$ cat config.mk
export PLATFORM = sky130hd
export DESIGN_NAME = peri_bus_arbiter
export DESIGN_NICKNAME = d
export VERILOG_FILES = /design/src/rtl/peri_bus_pkg.sv /design/src/rtl/rr_arb2.sv /design/src/rtl/peri_bus_arbiter.sv
export SDC_FILE = /design/constraint.sdc
export NUM_CORES = 1
export LEC_CHECK = 0
export BUFFER_PORTS_ARGS = -buffer_cell sky130_fd_sc_hd__buf_2
export CAP_MARGIN = 20
export CORE_AREA = 5 5 93 95
export DETAILED_ROUTE_END_ITERATION = 10
export DIE_AREA = 0 0 98 100
export GPL_TIMING_DRIVEN = 0
export PLACE_DENSITY = 0.65
export SYNTH_ARGS = -nofsm -noshare
export SYNTH_HDL_FRONTEND = slang
export SYNTH_SLANG_ARGS = --single-unit
export TNS_END_PERCENT = 20
$ cat constraint.sdc
create_clock -name clk -period 3.92 [get_ports clk]
set_input_delay 0.784 -clock clk [delete_from_list [all_inputs] [get_ports clk]]
set_output_delay 0.784 -clock clk [all_outputs]
set_load 0.01 [all_outputs]
$ cat src/rtl/peri_bus_pkg.sv
// Shared types and constants for the peripheral bus arbiter.
// Contents: FSM state encoding (IDLE, BUSY, WAIT_CPL) and IDLE_N, the
// "no transfer" value of the active-low size/strobe fields.
package peri_bus_pkg;

  typedef enum logic [1:0] {
    IDLE     = 2'd0,
    BUSY     = 2'd1,
    WAIT_CPL = 2'd2
  } state_t;

  // write_n / read_n value meaning "no access"; 00/01/10 select 8/16/32 bit.
  localparam logic [1:0] IDLE_N = 2'b11;

endpackage

$ cat src/rtl/rr_arb2.sv
// Two-way round-robin pick, purely combinational.
// Ports: req[1:0] (requests, bit N = master N), last (1 = master 1 owned the
//        bus most recently), gnt[1:0] (one-hot pick, 00 when no request).
module rr_arb2 (
  input  logic [1:0] req,
  input  logic       last,
  output logic [1:0] gnt
);

  always_comb begin
    gnt = req;
    // On a tie the master that did not own the bus last time wins.
    if (req == 2'b11) begin
      gnt = last ? 2'b01 : 2'b10;
    end
  end

endmodule

$ cat src/rtl/peri_bus_arbiter.sv
// Two-master arbiter in front of a single peripheral bus (m0 = core, m1 = DMA/debug).
// Ports: clk/rst (sync, active high); mN_* master request/response pairs;
//        per_* peripheral bus side; grant (one-hot owner); err (sticky read
//        timeout flag) cleared by err_clr.
module peri_bus_arbiter
  import peri_bus_pkg::*;
#(
  parameter int unsigned TIMEOUT      = 16,
  parameter logic [31:0] TIMEOUT_DATA = 32'hFFFF_FFFF
) (
  input  logic        clk,
  input  logic        rst,
  input  logic [10:0] m0_addr,
  input  logic [31:0] m0_data_in,
  input  logic [1:0]  m0_write_n,
  input  logic [1:0]  m0_read_n,
  output logic [31:0] m0_data_out,
  output logic        m0_data_ready,
  input  logic        m0_read_complete,
  input  logic [10:0] m1_addr,
  input  logic [31:0] m1_data_in,
  input  logic [1:0]  m1_write_n,
  input  logic [1:0]  m1_read_n,
  output logic [31:0] m1_data_out,
  output logic        m1_data_ready,
  input  logic        m1_read_complete,
  output logic [10:0] per_addr,
  output logic [31:0] per_data_in,
  output logic [1:0]  per_write_n,
  output logic [1:0]  per_read_n,
  input  logic [31:0] per_data_out,
  input  logic        per_data_ready,
  output logic        per_read_complete,
  output logic [1:0]  grant,
  output logic        err,
  input  logic        err_clr
);

  localparam int CW = (TIMEOUT > 1) ? $clog2(TIMEOUT) : 1;

  state_t          state, state_nxt;
  logic [1:0]      gnt_q, gnt_nxt;
  logic            last_q, last_nxt;   // 1 = m1 was the last owner
  logic [CW-1:0]   cnt_q, cnt_nxt;
  logic            err_q;
  logic            timeout;

  logic [1:0]      req;
  logic [1:0]      pick;

  assign req[0] = (m0_write_n != IDLE_N) || (m0_read_n != IDLE_N);
  assign req[1] = (m1_write_n != IDLE_N) || (m1_read_n != IDLE_N);

  rr_arb2 u_rr (
    .req  (req),
    .last (last_q),
    .gnt  (pick)
  );

  // Granted-master view; only meaningful while gnt_q is non-zero.
  logic        sel;
  logic [10:0] g_addr;
  logic [31:0] g_wdat;
  logic [1:0]  g_wr_n, g_rd_n;
  logic        g_cpl, g_is_wr, g_is_rd;

  assign sel     = gnt_q[1];
  assign g_addr  = sel ? m1_addr          : m0_addr;
  assign g_wdat  = sel ? m1_data_in       : m0_data_in;
  assign g_wr_n  = sel ? m1_write_n       : m0_write_n;
  assign g_rd_n  = sel ? m1_read_n        : m0_read_n;
  assign g_cpl   = sel ? m1_read_complete : m0_read_complete;
  // A write takes priority over a read presented in the same request.
  assign g_is_wr = (g_wr_n != IDLE_N);
  assign g_is_rd = !g_is_wr && (g_rd_n != IDLE_N);

  logic        rsp_rdy;
  logic [31:0] rsp_dat;

  always_comb begin
    state_nxt         = state;
    gnt_nxt           = gnt_q;
    last_nxt          = last_q;
    cnt_nxt           = cnt_q;
    timeout           = 1'b0;
    rsp_rdy           = 1'b0;
    rsp_dat           = '0;
    per_addr          = '0;
    per_data_in       = '0;
    per_write_n       = IDLE_N;
    per_read_n        = IDLE_N;
    per_read_complete = 1'b0;

    case (state)
      IDLE: begin
        if (req != 2'b00) begin
          state_nxt = BUSY;
          gnt_nxt   = pick;
          cnt_nxt   = '0;
        end
      end

      BUSY: begin
        per_addr    = g_addr;
        per_data_in = g_wdat;
        per_write_n = g_wr_n;
        per_read_n  = g_is_wr ? IDLE_N : g_rd_n;
        if (g_is_wr) begin
          rsp_rdy = per_data_ready;
          if (per_data_ready) begin
            state_nxt = IDLE;
            gnt_nxt   = 2'b00;
            last_nxt  = sel;
          end
        end else if (g_is_rd) begin
          if (per_data_ready) begin
            rsp_rdy   = 1'b1;
            rsp_dat   = per_data_out;
            state_nxt = WAIT_CPL;
          end else if (cnt_q == CW'(TIMEOUT - 1)) begin
            // Peripheral never answered: hand back filler data and flag it.
            rsp_rdy   = 1'b1;
            rsp_dat   = TIMEOUT_DATA;
            timeout   = 1'b1;
            state_nxt = WAIT_CPL;
          end else begin
            cnt_nxt = cnt_q + 1'b1;
          end
        end else begin
          // Master withdrew its request mid-transfer: drop it quietly.
          state_nxt = IDLE;
          gnt_nxt   = 2'b00;
        end
      end

      WAIT_CPL: begin
        // Strobes stay idle so the peripheral sees no second access.
        per_addr          = g_addr;
        per_data_in       = g_wdat;
        per_read_complete = g_cpl;
        if (g_cpl) begin
          state_nxt = IDLE;
          gnt_nxt   = 2'b00;
          last_nxt  = sel;
        end
      end

      default: begin
        state_nxt = IDLE;
        gnt_nxt   = 2'b00;
      end
    endcase
  end

  always_ff @(posedge clk) begin
    if (rst) begin
      state  <= IDLE;
      gnt_q  <= 2'b00;
      last_q <= 1'b1;
      cnt_q  <= '0;
      err_q  <= 1'b0;
    end else begin
      state  <= state_nxt;
      gnt_q  <= gnt_nxt;
      last_q <= last_nxt;
      cnt_q  <= cnt_nxt;
      // Set beats clear when both happen in one cycle.
      err_q  <= timeout | (err_q & ~err_clr);
    end
  end

  assign m0_data_ready = rsp_rdy & ~sel;
  assign m1_data_ready = rsp_rdy &  sel;
  assign m0_data_out   = (rsp_rdy && !sel) ? rsp_dat : 32'd0;
  assign m1_data_out   = (rsp_rdy &&  sel) ? rsp_dat : 32'd0;
  assign grant         = gnt_q;
  assign err           = err_q;

endmodule

* Word-level counts from Yosys, hierarchy flattened
Index checks and enable logic that the tools add are counted.
** Word-level totals
- Register bits after elaboration :: 10
- Input port bits :: 132
- Output and inout port bits :: 117
- Logic and storage cells :: 100
** Cells by class
- Add/subtract/negate cells :: 1
- Equal/unequal tests :: 21
- Muxes and demuxes :: 51
- Bitwise logic cells :: 6
- Reduce and logical (&&, ||, !) cells :: 16
** Operators with widths (count)
- $mux W32 :: 9
- $mux W2 :: 17
- $ne A2 B2 Y1 const B :: 14
- $mux W11 :: 2
- $mux W4 :: 5
- $mux W1 :: 14
- $pmux W2 S3 :: 2
- $reduce_and A4 Y1 :: 3
- $pmux W4 S2 :: 1
- $ne A3 B3 Y1 const B :: 2
- $reduce_and A6 Y1 :: 1
- $reduce_bool A2 Y1 :: 3
- $add A4 B1 Y4 const B :: 1
- $eq A2 B2 Y1 const B :: 2
- $eq A4 B4 Y1 const B :: 1
- $ne A4 B4 Y1 const B :: 1
- $and A1 B1 Y1 :: 3
- $logic_and A1 B1 Y1 :: 3
- $eq A2 B1 Y1 const B :: 1
- $logic_not A1 Y1 :: 2
- $logic_not A2 Y1 :: 1
- $logic_or A1 B1 Y1 :: 2
- $not A1 Y1 :: 2
- $pmux W1 S2 :: 1
- 2 further kinds :: 2

* Depth between registers and ports, before layout
Gate-level depths: netlist (run 1).
- Depth in word-level cells :: 9
- Mapped depth :: 8

* Cells and area by module
A second synthesis (run 1) with hierarchy kept.
** Second synthesis, totals
- Cell total of the unflattened synthesis :: 303
- Area, all modules :: 2048.2 sq um
** Modules (own cells, without submodules)
- peri_bus_arbiter :: instances 1, cells each 300, area each 2029.4 sq um, seq. area each 200.2 sq um
- rr_arb2 :: instances 1, cells each 3, area each 18.8 sq um, seq. area each 0.0 sq um

* Worst setup path before layout (run 1)
No wires, ideal clock.
- Path type :: input to output
- Start :: in m1_read_n[1]
- End :: out m0_data_out[15]
- Data arrival time :: 2032 ps
- Required time :: 3136 ps
- Setup slack :: 1104 ps
- Stages :: 6
- Cell sequence :: and3_1 -> a2111o_1 -> a21oi_2 -> buf_4 -> o21ai_0 -> nor2_1
** Between the ends
- Word-level cells in the longest chain between the ends :: 8
- Elaborated cells on any way between the ends :: 11
- Classes of those cells :: eq/ne: 1; mux: 8; reduce/logical: 2
** RTL lines
- start, declared :: RTL line peri_bus_arbiter.sv:23 : input logic [1:0] m1_read_n,
- $mux W2 (*) :: RTL line peri_bus_arbiter.sv:71 : assign g_rd_n = sel ? m1_read_n : m0_read_n;
- $ne A2 B2 Y1 (*) :: RTL line peri_bus_arbiter.sv:75 : assign g_is_rd = !g_is_wr && (g_rd_n != IDLE_N);
- $logic_and A1 B1 Y1 (*) :: RTL line peri_bus_arbiter.sv:75
- $mux W1 :: RTL line peri_bus_arbiter.sv:115 : end else if (g_is_rd) begin
- $mux W1 :: RTL line peri_bus_arbiter.sv:108 : if (g_is_wr) begin
- $mux W1 :: RTL line peri_bus_arbiter.sv:94 : case (state)
- $logic_and A1 B1 Y1 :: RTL line peri_bus_arbiter.sv:174 : assign m0_data_out = (rsp_rdy && !sel) ? rsp_dat : 32'd0;
- $mux W32 (*) :: RTL line peri_bus_arbiter.sv:174
- end, declared :: RTL line peri_bus_arbiter.sv:17 : output logic [31:0] m0_data_out,
Mark *: on every way between the ends. The rest lies on a longest branch, timed or not.

* Worst setup path in the final report (run 1)
- Start :: in m1_write_n[1]
- End :: out m1_data_out[27]
** Between the ends
- Word-level cells in the longest chain between the ends :: 9
- Elaborated cells on any way between the ends :: 12
- Classes of those cells :: eq/ne: 1; mux: 8; reduce/logical: 3
** RTL lines
- start, declared :: RTL line peri_bus_arbiter.sv:22 : input logic [1:0] m1_write_n,
- $mux W2 (*) :: RTL line peri_bus_arbiter.sv:70 : assign g_wr_n = sel ? m1_write_n : m0_write_n;
- $ne A2 B2 Y1 (*) :: RTL line peri_bus_arbiter.sv:74 : assign g_is_wr = (g_wr_n != IDLE_N);
- $logic_not A1 Y1 :: RTL line peri_bus_arbiter.sv:75
- $logic_and A1 B1 Y1 :: RTL line peri_bus_arbiter.sv:75
- $mux W1 :: RTL line peri_bus_arbiter.sv:115
- $mux W1 :: RTL line peri_bus_arbiter.sv:108
- $mux W1 :: RTL line peri_bus_arbiter.sv:94
- $logic_and A1 B1 Y1 :: RTL line peri_bus_arbiter.sv:175 : assign m1_data_out = (rsp_rdy && sel) ? rsp_dat : 32'd0;
- $mux W32 (*) :: RTL line peri_bus_arbiter.sv:175
- end, declared :: RTL line peri_bus_arbiter.sv:24 : output logic [31:0] m1_data_out,
Marks and branches as above.

==> run_results.csv, run 1 <==
group,metric,value,unit
critical_path,critPathRequiredTime,3.14,ns
route,antenna_left,0,
clocking,cts_root_buf,"clkbuf_8",
logic_synthesis,synthArstFlopShare,0,%
logic_synthesis,synth.top_cell.area_share,24.81,%
clocking,clk_pin_slew,0.05,ns
clocking,postCtsSetupRepairBufs,0,
timing,setup_viol,0,
timing,timing.final.crit_share,84.24,%
route,drcViolationCount,0,
route,wire_per_inst,14.26,um
min_path,whs_path_depth,2,
critical_path,worstPathArrival,2.52,ns
pwr,cellLeakagePower,0.001766,uW
clocking,cts_tree,"built",
floorplan,die_h,100,um
clocking,h-tree-depth,1,
timing,rsz0062_at_grt,"false",
logic_synthesis,synth_cell_types,40,
critical_path,crit_path_max_fanout,10,
final_layout,area_growth,70.60,%
floorplan,die-width,98,um
final_layout,diodes,0,
clocking,hold_buffers,0,
timing,slew_violations,0,
logic_synthesis,ys.flop_type,"dfxtp_1",
timing,postLayoutSetupSlackWorst,0.6177,ns
route,vias_per_cell,4.693,
critical_path,critPathLaunchType,"input port",
grt,antenna_found_initial,0,
timing,skew,0.005407,ns
critical_path,rr_startpoint,"state[1]",
logic_synthesis,syn_avg_cell_area,6.613,sq um
floorplan,initial_utilization,26.37,%
route,dr_wl_met2,4433,um
logic_synthesis,yosysMostFrequentCell,"nor2_1",
route,drt_iter0_markers,93,
floorplan,num_rows,32,
logic_synthesis,synth_top_area_cell,"mux2i_1",
place,dp_hpwl,8228,um
timing,fin_crit,3.302,ns
floorplan,core,7647,sq um
timing,maxSlewHeadroom,51.09,%
clocking,clock_sinks,10,
clocking,cts_resized,0,
final_layout,num-nets-final,694,
logic_synthesis,synth_area_leaders,"mux2i_1, nor2b_1, nor2_1",
route,drt-met1-wl,3805,um
logic_synthesis,ys_top_cells_by_count,"nor2_1, mux2i_1, nor2b_1, o21ai_1, clkbuf_1",
timing,finalHoldViolations,0,
critical_path,cp-end-kind,"output pin",
job,maxCapViolCount,0,
place,gp_congestion,0.9227,
route,drt-pass1-iter-count,5,
place,portBuffers,248,
logic_synthesis,syn_inst,305,
clocking,cts_buffers,3,
logic_synthesis,syn-cell-area,2017,sq um
logic_synthesis,synth-edff-count,0,
logic_synthesis,ys_warn_count,0,
grt,grt.overflow.total,0,
place,detailedPlace.worstSlack,0.6398,ns
final_layout,layout-drive-gt1-share,48.29,%
route,wirelength,9400,um
route,via_count,3093,
critical_path,rr_endpoint,"cnt_q[2]",
status,status,"finished clean",
logic_synthesis,yosys_register_bits,10,
pwr,peakVddDrop,0.09985,mV
clocking,clockBufferDepth,2,
logic_synthesis,synth.net_count,441,
min_path,worstHoldStart,"grant[0]",
critical_path,r2r_cells,7,
timing,clock.fmax,0.3028,GHz
grt,grt_pass1_vias,3011,
floorplan,die-area,9800,sq um
clocking,insertion_delay,0.24,ns
route,dr_wl_met3,1004,um
route,highest_layer,"met4",
grt,grt_pass1_wl,14630,um
final_layout,fill_cells,801,
critical_path,critical_path_class,"in2out",
grt,grt_max_degree,11,
min_path,hp-class,"reg2reg",
min_path,min_to,"grant[0]",
critical_path,r2r_setup_slack,1.93,ns
pwr,power_density,202.9,nW/um^2
timing,tns,0,ns
floorplan,ios,249,
logic_synthesis,yosysSeqAreaShare,9.926,%
grt,gr-usage-all-layers,17.46,%
timing,tightest_slew,0.7337,ns
==> kinds of logic after synthesis <==
family	synth area share, %
and+or+nand+nor	38.40
AOI/OAI and AO/OA	16.07
muxes	24.81
buffers and inverters	8.313
DFF	9.925
adders and majority gates	2.481
==> worst max-delay path: stages <==
cell,delay [ns]
buf_2,0.10
nand3_1,0.25
a21oi_1,0.27
o221ai_1,0.16
or2_1,0.26
clkbuf_1,0.16
buf_2,0.21
nor2_1,0.16
buf_2,0.16
==> how the worst max path moves through the flow <==
stage	cells past startpoint	startpoint	end
after floorplan	6	m1_read_n[1]	m0_data_out[15]
after global placement	8	m1_write_n[1]	m1_data_out[27]
after detailed placement	9	m1_write_n[1]	m1_data_out[27]
after CTS	9	m1_write_n[1]	m1_data_out[27]
after global routing	8	m1_write_n[1]	m0_data_out[18]
final	9	m1_write_n[1]	m1_data_out[27]
==> area by class of cell <==
type / instances / area (sq um) / share of cell area, %
plain buffers: 27 / 133.9 / 3.891
clock buffers: 4 / 55.05 / 1.600
inverters: 9 / 33.78 / 0.9818
multi-input cells: 259 / 1649 / 47.93
flip-flops and latches: 10 / 200.2 / 5.818
well taps: 102 / 127.6 / 3.709
repair buffers: 248 / 1241 / 36.07
==> routing by layer <==
| layer | track usage (%) | vias to the layer above |
|---|---|---|
| li1 | - | 1535 |
| met1 | 20.78 | 1352 |
| met2 | 31.52 | 188 |
| met3 | 5.073 | 18 |
| met4 | 2.982 | 0 |
| met5 | 0 | - |
==> power by group <==
group / internal (uW) / total (uW) / leakage (uW) / switching [uW]
registers: 109 / 114 / 0.0000815 / 4.33
clock network: 88.7 / 134 / 0.0000288 / 44.9
logic: 212 / 451 / 0.00166 / 239
total: 410 / 698 / 0.00177 / 288
==> flip-flops by register name, summed over array words and instances, names as in the netlist <==
signal  flops
cnt_q       4
last_q      1
grant       2
err         1
state       2
==> cell usage in the layout (no fill, tap or decap), drive strengths merged, types with 2 or more instances in the layout <==
master and count:
nor2b 47, or3b 2, nand2 10, nand4 2, o21ai 34, and3 2
inv 9, clkbuf 17, ha 4, or2 3, dfxtp 10, mux2i 50
nand3 8, buf 262, nor2 69, nand2b 2, a21oi 9
==> through the flow <==
stage                     utilization [%]  instances  total power [uW]  hold WS, ns  instance area, sq um
final                               44.99        659             698.2       0.4500                  3441
after global routing                44.99        659             754.1       0.4938                  3441
after detailed placement            44.27        655             568.2       0.4474                  3386
after CTS                           44.99        659             705.3       0.4552                  3441
after floorplan                         -        305             379.2       0.4488                  2017
after global placement              44.27        655             561.3       0.4412                  3386
(Power assumes the default switching activity.)
==> run 2, diff against run 1 <==
- ABC_AREA: not set -> 1
- CORE_AREA: 5 5 93 95 -> 5 5 94 96
- DIE_AREA: 0 0 98 100 -> 0 0 99 101
- PLACE_DENSITY: 0.65 -> 0.66
- clock period: 3.92 -> 2.7 ns (I/O delays scaled with it)
==> run_results.csv, run 2 <==
group,metric,value,unit
floorplan,die_h,101,um
floorplan,core,7969,sq um
status,status,"finished clean",
timing,fin_crit,2.575,ns
grt,grt_pass1_vias,3228,
route,via_count,3429,
logic_synthesis,syn_avg_cell_area,5.030,sq um
timing,slew_violations,0,
grt,antenna_found_initial,0,
critical_path,critPathLaunchType,"register",
floorplan,num_rows,33,
pwr,power_density,773.6,nW/um^2
timing,timing.final.crit_share,95.36,%
timing,skew,0.002021,ns
final_layout,top_register,"cnt_q",
critical_path,cp_cell_sequence,"inv_1 -> ha_1 -> buf_6 -> clkinvlp_4 -> nor2_4 -> inv_1 -> nand2_2 -> nand3_4 -> buf_6 -> nor2_1 -> buf_2",
clocking,clk_pin_slew,0.05,ns
pwr,finalPower,2716,uW
critical_path,critical_path_class,"reg2out",
logic_synthesis,yosysSeqAreaShare,9.901,%
final_layout,area_growth,73.64,%
timing,maxSlewHeadroom,70.29,%
final_layout,num-nets-final,797,
critical_path,cp-end-kind,"output pin",
route,drt_iter0_markers,90,
final_layout,diodes,0,
critical_path,crit_path_max_fanout,10,
clocking,insertion_delay,0.23,ns
timing,clock.fmax,0.3884,GHz
timing,tns,0,ns
route,drcViolationCount,0,
place,portBuffers,248,
timing,tightest_slew,0.4456,ns
critical_path,worst-path-buf-inv,6,
place,gp_congestion,0.9732,
clocking,cts_tree,"built",
logic_synthesis,synth-edff-count,0,
floorplan,initial_utilization,25.37,%
logic_synthesis,synth_top_area_cell,"nor2_1",
clocking,clockBufferDepth,2,
critical_path,slowest_delay,0.32,ns
clocking,cts_root_buf,"clkbuf_8",
min_path,hp-class,"reg2reg",
logic_synthesis,yosys_register_bits,10,
logic_synthesis,synth_cell_types,26,
logic_synthesis,syn-cell-area,2022,sq um
grt,gr-usage-all-layers,18.08,%
route,antenna_left,0,
critical_path,critPathRequiredTime,2.16,ns
route,wirelength,9700,um
timing,postLayoutSetupSlackWorst,0.1252,ns
critical_path,slowest_stage,"dfxtp_1",
critical_path,critPathTopFamily,"buffers and inverters",
pwr,peakVddDrop,0.4745,mV
logic_synthesis,yosysMostFrequentCell,"nor2_1",
route,drt-pass1-iter-count,4,
clocking,h-tree-depth,1,
critical_path,worstPathArrival,2.03,ns
place,detailedPlace.worstSlack,0.1829,ns
timing,setup_viol,0,
job,maxCapViolCount,0,
place,dp_hpwl,8325,um
final_layout,fill_cells,873,
final_layout,fin_util,44.06,%
floorplan,die-area,9999,sq um
floorplan,ios,249,
final_layout,largest_register_ffs,4,
clocking,cts_buffers,3,
final_layout,final_common_cell,"buf_2",
clocking,clock_sinks,10,
floorplan,die-width,99,um
logic_synthesis,synth.top_cell.area_share,32.49,%
route,vias_per_cell,4.488,
final_layout,mostFrequentLayoutCells,"buf_2, nor2_1, o21ai_0",
logic_synthesis,synth.net_count,538,
pwr,cellLeakagePower,0.002070,uW
grt,grt_max_degree,11,
final_layout,layout-drive-gt1-share,44.01,%
timing,finalHoldViolations,0,
logic_synthesis,ys_warn_count,0,
logic_synthesis,synth_area_leaders,"nor2_1, o21ai_0, dfxtp_1",
clocking,hold_buffers,0,
logic_synthesis,syn_inst,402,
logic_synthesis,synthArstFlopShare,0,%
route,wire_per_inst,12.70,um
grt,grt_pass1_wl,15230,um
logic_synthesis,ys.flop_type,"dfxtp_1",
grt,grt.overflow.total,0,
logic_synthesis,ys_top_cells_by_count,"nor2_1, o21ai_0, nand2_1, o21ai_1, inv_1",
[run 2: changes by cell type in the layout (fill, tap and decap cells not counted), moves of 4 or more]
cell / delta
inv_1: +15
mux2i_1: -50
buf_6: +11
nor2b_1: -47
o21ai_0: +42
buf_2: -6
nand2_1: +36
o21ai_1: +4
a21oi_1: -5
nor2_1: +106
[run 2: worst paths after layout]
kind             from         endpoint  slack [ns]  cells after the start
max          state[1]  m0_data_out[11]        0.13                     11
min          grant[0]         grant[0]        0.49                      2
max reg2reg  grant[1]         grant[0]        1.01                      9
min reg2reg  grant[0]         grant[0]        0.49                      2
[run 2: routing by layer]
| metal | wire length [um] | global-route usage, % | up-vias |
|---|---|---|---|
| li1 | - | - | 1782 |
| met1 | 3721 | 20.33 | 1473 |
| met2 | 4800 | 33.94 | 160 |
| met3 | 1003 | 5.190 | 14 |
| met4 | 175 | 3.361 | 0 |
| met5 | 0 | 0 | - |
[run 2: power breakdown]
group          switching (uW)  internal (uW)  leakage [uW]
clock network            53.0           97.2     0.0000216
logic                    1450            868       0.00197
registers                43.9            207     0.0000839
[run 2: what timing repair did]
| item | CTS | global route |
|---|---|---|
| endpoints found under the setup margin | 3 | 63 |
| resized for setup | 2 | 13 |
| cloned | 0 | 1 |
| pin swaps | 1 | 6 |
| buffers inserted | 1 | 4 |
[run 2: logic make-up (layout without fill, tap and decap cells)]
kind of cell | after synthesis | count (layout) | synth area share [%]
compound gates | 87 | 87 | 22.46
buf+inv | 57 | 314 | 14.42
simple gates | 243 | 243 | 50.31
flops | 10 | 10 | 9.901
fa+ha+maj | 4 | 4 | 2.475
xor+xnor | 1 | 1 | 0.4332
[run 2: per-stage QoR]
| step | hold WS (ns) | cell area [sq um] | std cells |
|---|---|---|---|
| finish | 0.4911 | 3511 | 764 |
| floorplan | 0.4624 | 2022 | 402 |
| CTS | 0.4886 | 3450 | 759 |
| global placement | 0.4699 | 3395 | 755 |
| detailed placement | 0.4709 | 3395 | 755 |
| global route | 0.5199 | 3511 | 764 |
[run 2: tightest hold or removal path: cells and delay by family (launching register included)]
family / cells / cell delay (ns)
flip-flops: 1 / 0.31
AND/OR/NAND/NOR: 2 / 0.14
[run 2: cell type report]
class | count | area (sq um) | area share, %
plain buffers | 29 | 203.9 | 5.809
clock buffers | 3 | 41.29 | 1.176
inverters | 28 | 108.9 | 3.100
multi-input cells | 335 | 1535 | 43.73
flip-flops and latches | 10 | 206.4 | 5.880
well taps | 105 | 131.4 | 3.742
repair buffers | 254 | 1284 | 36.56
==> run 3, diff against run 2 <==
- CORE_AREA: 5 5 94 96 -> 5 5 93 95
- CTS_BUF_LIST: not set -> sky130_fd_sc_hd__clkbuf_16
- DIE_AREA: 0 0 99 101 -> 0 0 98 100
- PLACE_DENSITY: 0.66 -> 0.65
- SLEW_MARGIN: not set -> 15
- clock period: 2.7 -> 3.3 ns (I/O delays scaled with it)
==> run_results.csv, run 3 (same netlist as run 2, synthesis figures left out) <==
group,metric,value,unit
critical_path,crit_path_max_fanout,10,
timing,postLayoutSetupSlackWorst,0.4485,ns
place,portBuffers,248,
clocking,cts_tree,"built",
timing,fin_crit,2.852,ns
final_layout,layout-drive-gt1-share,42.35,%
floorplan,die-width,98,um
place,gp_congestion,0.9631,
final_layout,final_common_cell,"buf_2",
pwr,power_density,650.8,nW/um^2
route,wirelength,10130,um
floorplan,die-area,9800,sq um
critical_path,cp-end-kind,"output pin",
clocking,cts_resized,0,
route,wire_per_inst,13.40,um
critical_path,rr_startpoint,"state[1]",
floorplan,initial_utilization,26.44,%
place,dp_hpwl,8743,um
timing,maxSlewHeadroom,69.05,%
route,via_count,3416,
final_layout,num-nets-final,791,
critical_path,worst-path-buf-inv,6,
grt,grt.overflow.total,0,
final_layout,top_register,"cnt_q",
min_path,whs_path_depth,2,
clocking,insertion_delay,0.24,ns
clocking,clockBufferDepth,2,
pwr,peakVddDrop,0.3294,mV
timing,setup_viol,0,
critical_path,critPathLaunchType,"register",
route,drt_iter0_markers,135,
timing,finalHoldViolations,0,
timing,tightest_slew,0.4643,ns
clocking,postCtsSetupRepairBufs,0,
critical_path,critPathRequiredTime,2.64,ns
timing,slew_violations,0,
critical_path,critPathTopFamily,"buffers and inverters",
timing,rsz0062_at_grt,"false",
min_path,worstHoldStart,"grant[0]",
clocking,clk_pin_slew,0.04,ns
grt,grt_max_degree,11,
grt,grt_pass1_vias,3269,
timing,tns,0,ns
critical_path,cp_cell_sequence,"inv_1 -> ha_1 -> buf_2 -> inv_1 -> nor2_4 -> inv_1 -> nand2_1 -> nand3_4 -> buf_6 -> nor2_1 -> buf_2",
critical_path,r2r_cells,11,
route,vias_per_cell,4.519,
final_layout,largest_register_ffs,4,
critical_path,critical_path_class,"reg2out",
min_path,hp-class,"reg2reg",
clocking,h-tree-depth,1,
floorplan,ios,249,
timing,timing.final.crit_share,86.41,%
final_layout,mostFrequentLayoutCells,"buf_2, nor2_1, o21ai_0",
route,drt-pass1-iter-count,5,
final_layout,area_growth,71.60,%
grt,grt_pass1_wl,15860,um
pwr,cellLeakagePower,0.002058,uW
place,detailedPlace.worstSlack,0.5728,ns
clocking,hold_buffers,0,
clocking,cts_root_buf,"clkbuf_16",
grt,antenna_found_initial,0,
clocking,clock_sinks,10,
floorplan,core,7647,sq um
critical_path,cpMostUsedCell,"inv_1",
critical_path,slowest_stage,"dfxtp_1",
timing,skew,0.004632,ns
route,antenna_left,0,
critical_path,rr_endpoint,"grant[0]",
floorplan,num_rows,32,
critical_path,slowest_delay,0.32,ns
route,drcViolationCount,0,
grt,gr-usage-all-layers,19.28,%
min_path,min_to,"grant[0]",
final_layout,diodes,0,
clocking,cts_buffers,3,
timing,whs,0.4912,ns
floorplan,die_h,100,um
job,maxCapViolCount,0,
status,status,"finished clean",
critical_path,r2r_setup_slack,1.42,ns
critical_path,worstPathArrival,2.19,ns
timing,clock.fmax,0.3507,GHz
-- run 3: cell types whose count changed in the layout (fill, tap and decap cells not counted), sizes merged --
cell and change:
buf -6, clkinv +1, clkinvlp -1, inv +1
-- run 3: how the worst max path moves through the flow --
stage / from / endpoint / slack [ns] / cells past startpoint
5_1_grt: state[1] / m1_data_out[15] / 0.28 / 11
3_3_place_gp: m1_write_n[0] / m1_data_out[1] / 0.55 / 11
4_1_cts: state[1] / m1_data_out[15] / 0.44 / 11
3_5_place_dp: m0_write_n[0] / m1_data_out[15] / 0.57 / 11
2_1_floorplan: m0_write_n[0] / m0_data_out[22] / 0.96 / 9
6_report: state[1] / m1_data_out[15] / 0.45 / 11
-- run 3: area by class of cell --
cell class	instances	area, sq um
Inverter	28	105.1
Buffer	29	186.4
Clock buffer	3	75.07
Fill cell	849	4178
Multi-Input combinational cell	335	1530
Sequential cell	10	200.2
Timing Repair Buffer	248	1241
Tap cell	102	127.6
Clock inverter	1	3.754
-- run 3: metrics by stage --
step / power, uW / cells / util, % / cell area (sq um)
6_report: 2258 / 756 / 45.37 / 3470
5_1_grt: 2507 / 756 / 45.37 / 3470
4_1_cts: 2277 / 756 / 45.37 / 3470
3_5_place_dp: 2047 / 752 / 44.34 / 3391
3_3_place_gp: 2019 / 752 / 44.34 / 3391
2_1_floorplan: 1401 / 402 / - / 2022
-- run 3: metal layers --
metal	track usage, %	routed length [um]	up-vias
met3	5.351	1010	20
met1	21.54	3917	1464
met5	0	0	-
met2	35.50	4956	167
li1	-	-	1765
met4	5.857	244	0
-- run 3: worst reg2reg max path: stages (launching register included) --
cell and delay (ns):
dfxtp_1 0.35, inv_1 0.07, ha_1 0.17, buf_2 0.17, inv_1 0.27, nor2_1 0.10, nand2_1 0.08, nand3_1 0.10
nor2_1 0.26, nand2_1 0.09, nand2_1 0.07, nor2_1 0.05
-- run 3: power by group --
| group | leakage [uW] | total, uW | switching (uW) | internal, uW |
|---|---|---|---|---|
| Sequential | 0.0000825 | 197 | 32.7 | 165 |
| Combinational | 0.00194 | 1840 | 1170 | 674 |
| Clock | 0.0000385 | 218 | 59.0 | 159 |
| Total | 0.00206 | 2260 | 1260 | 997 |
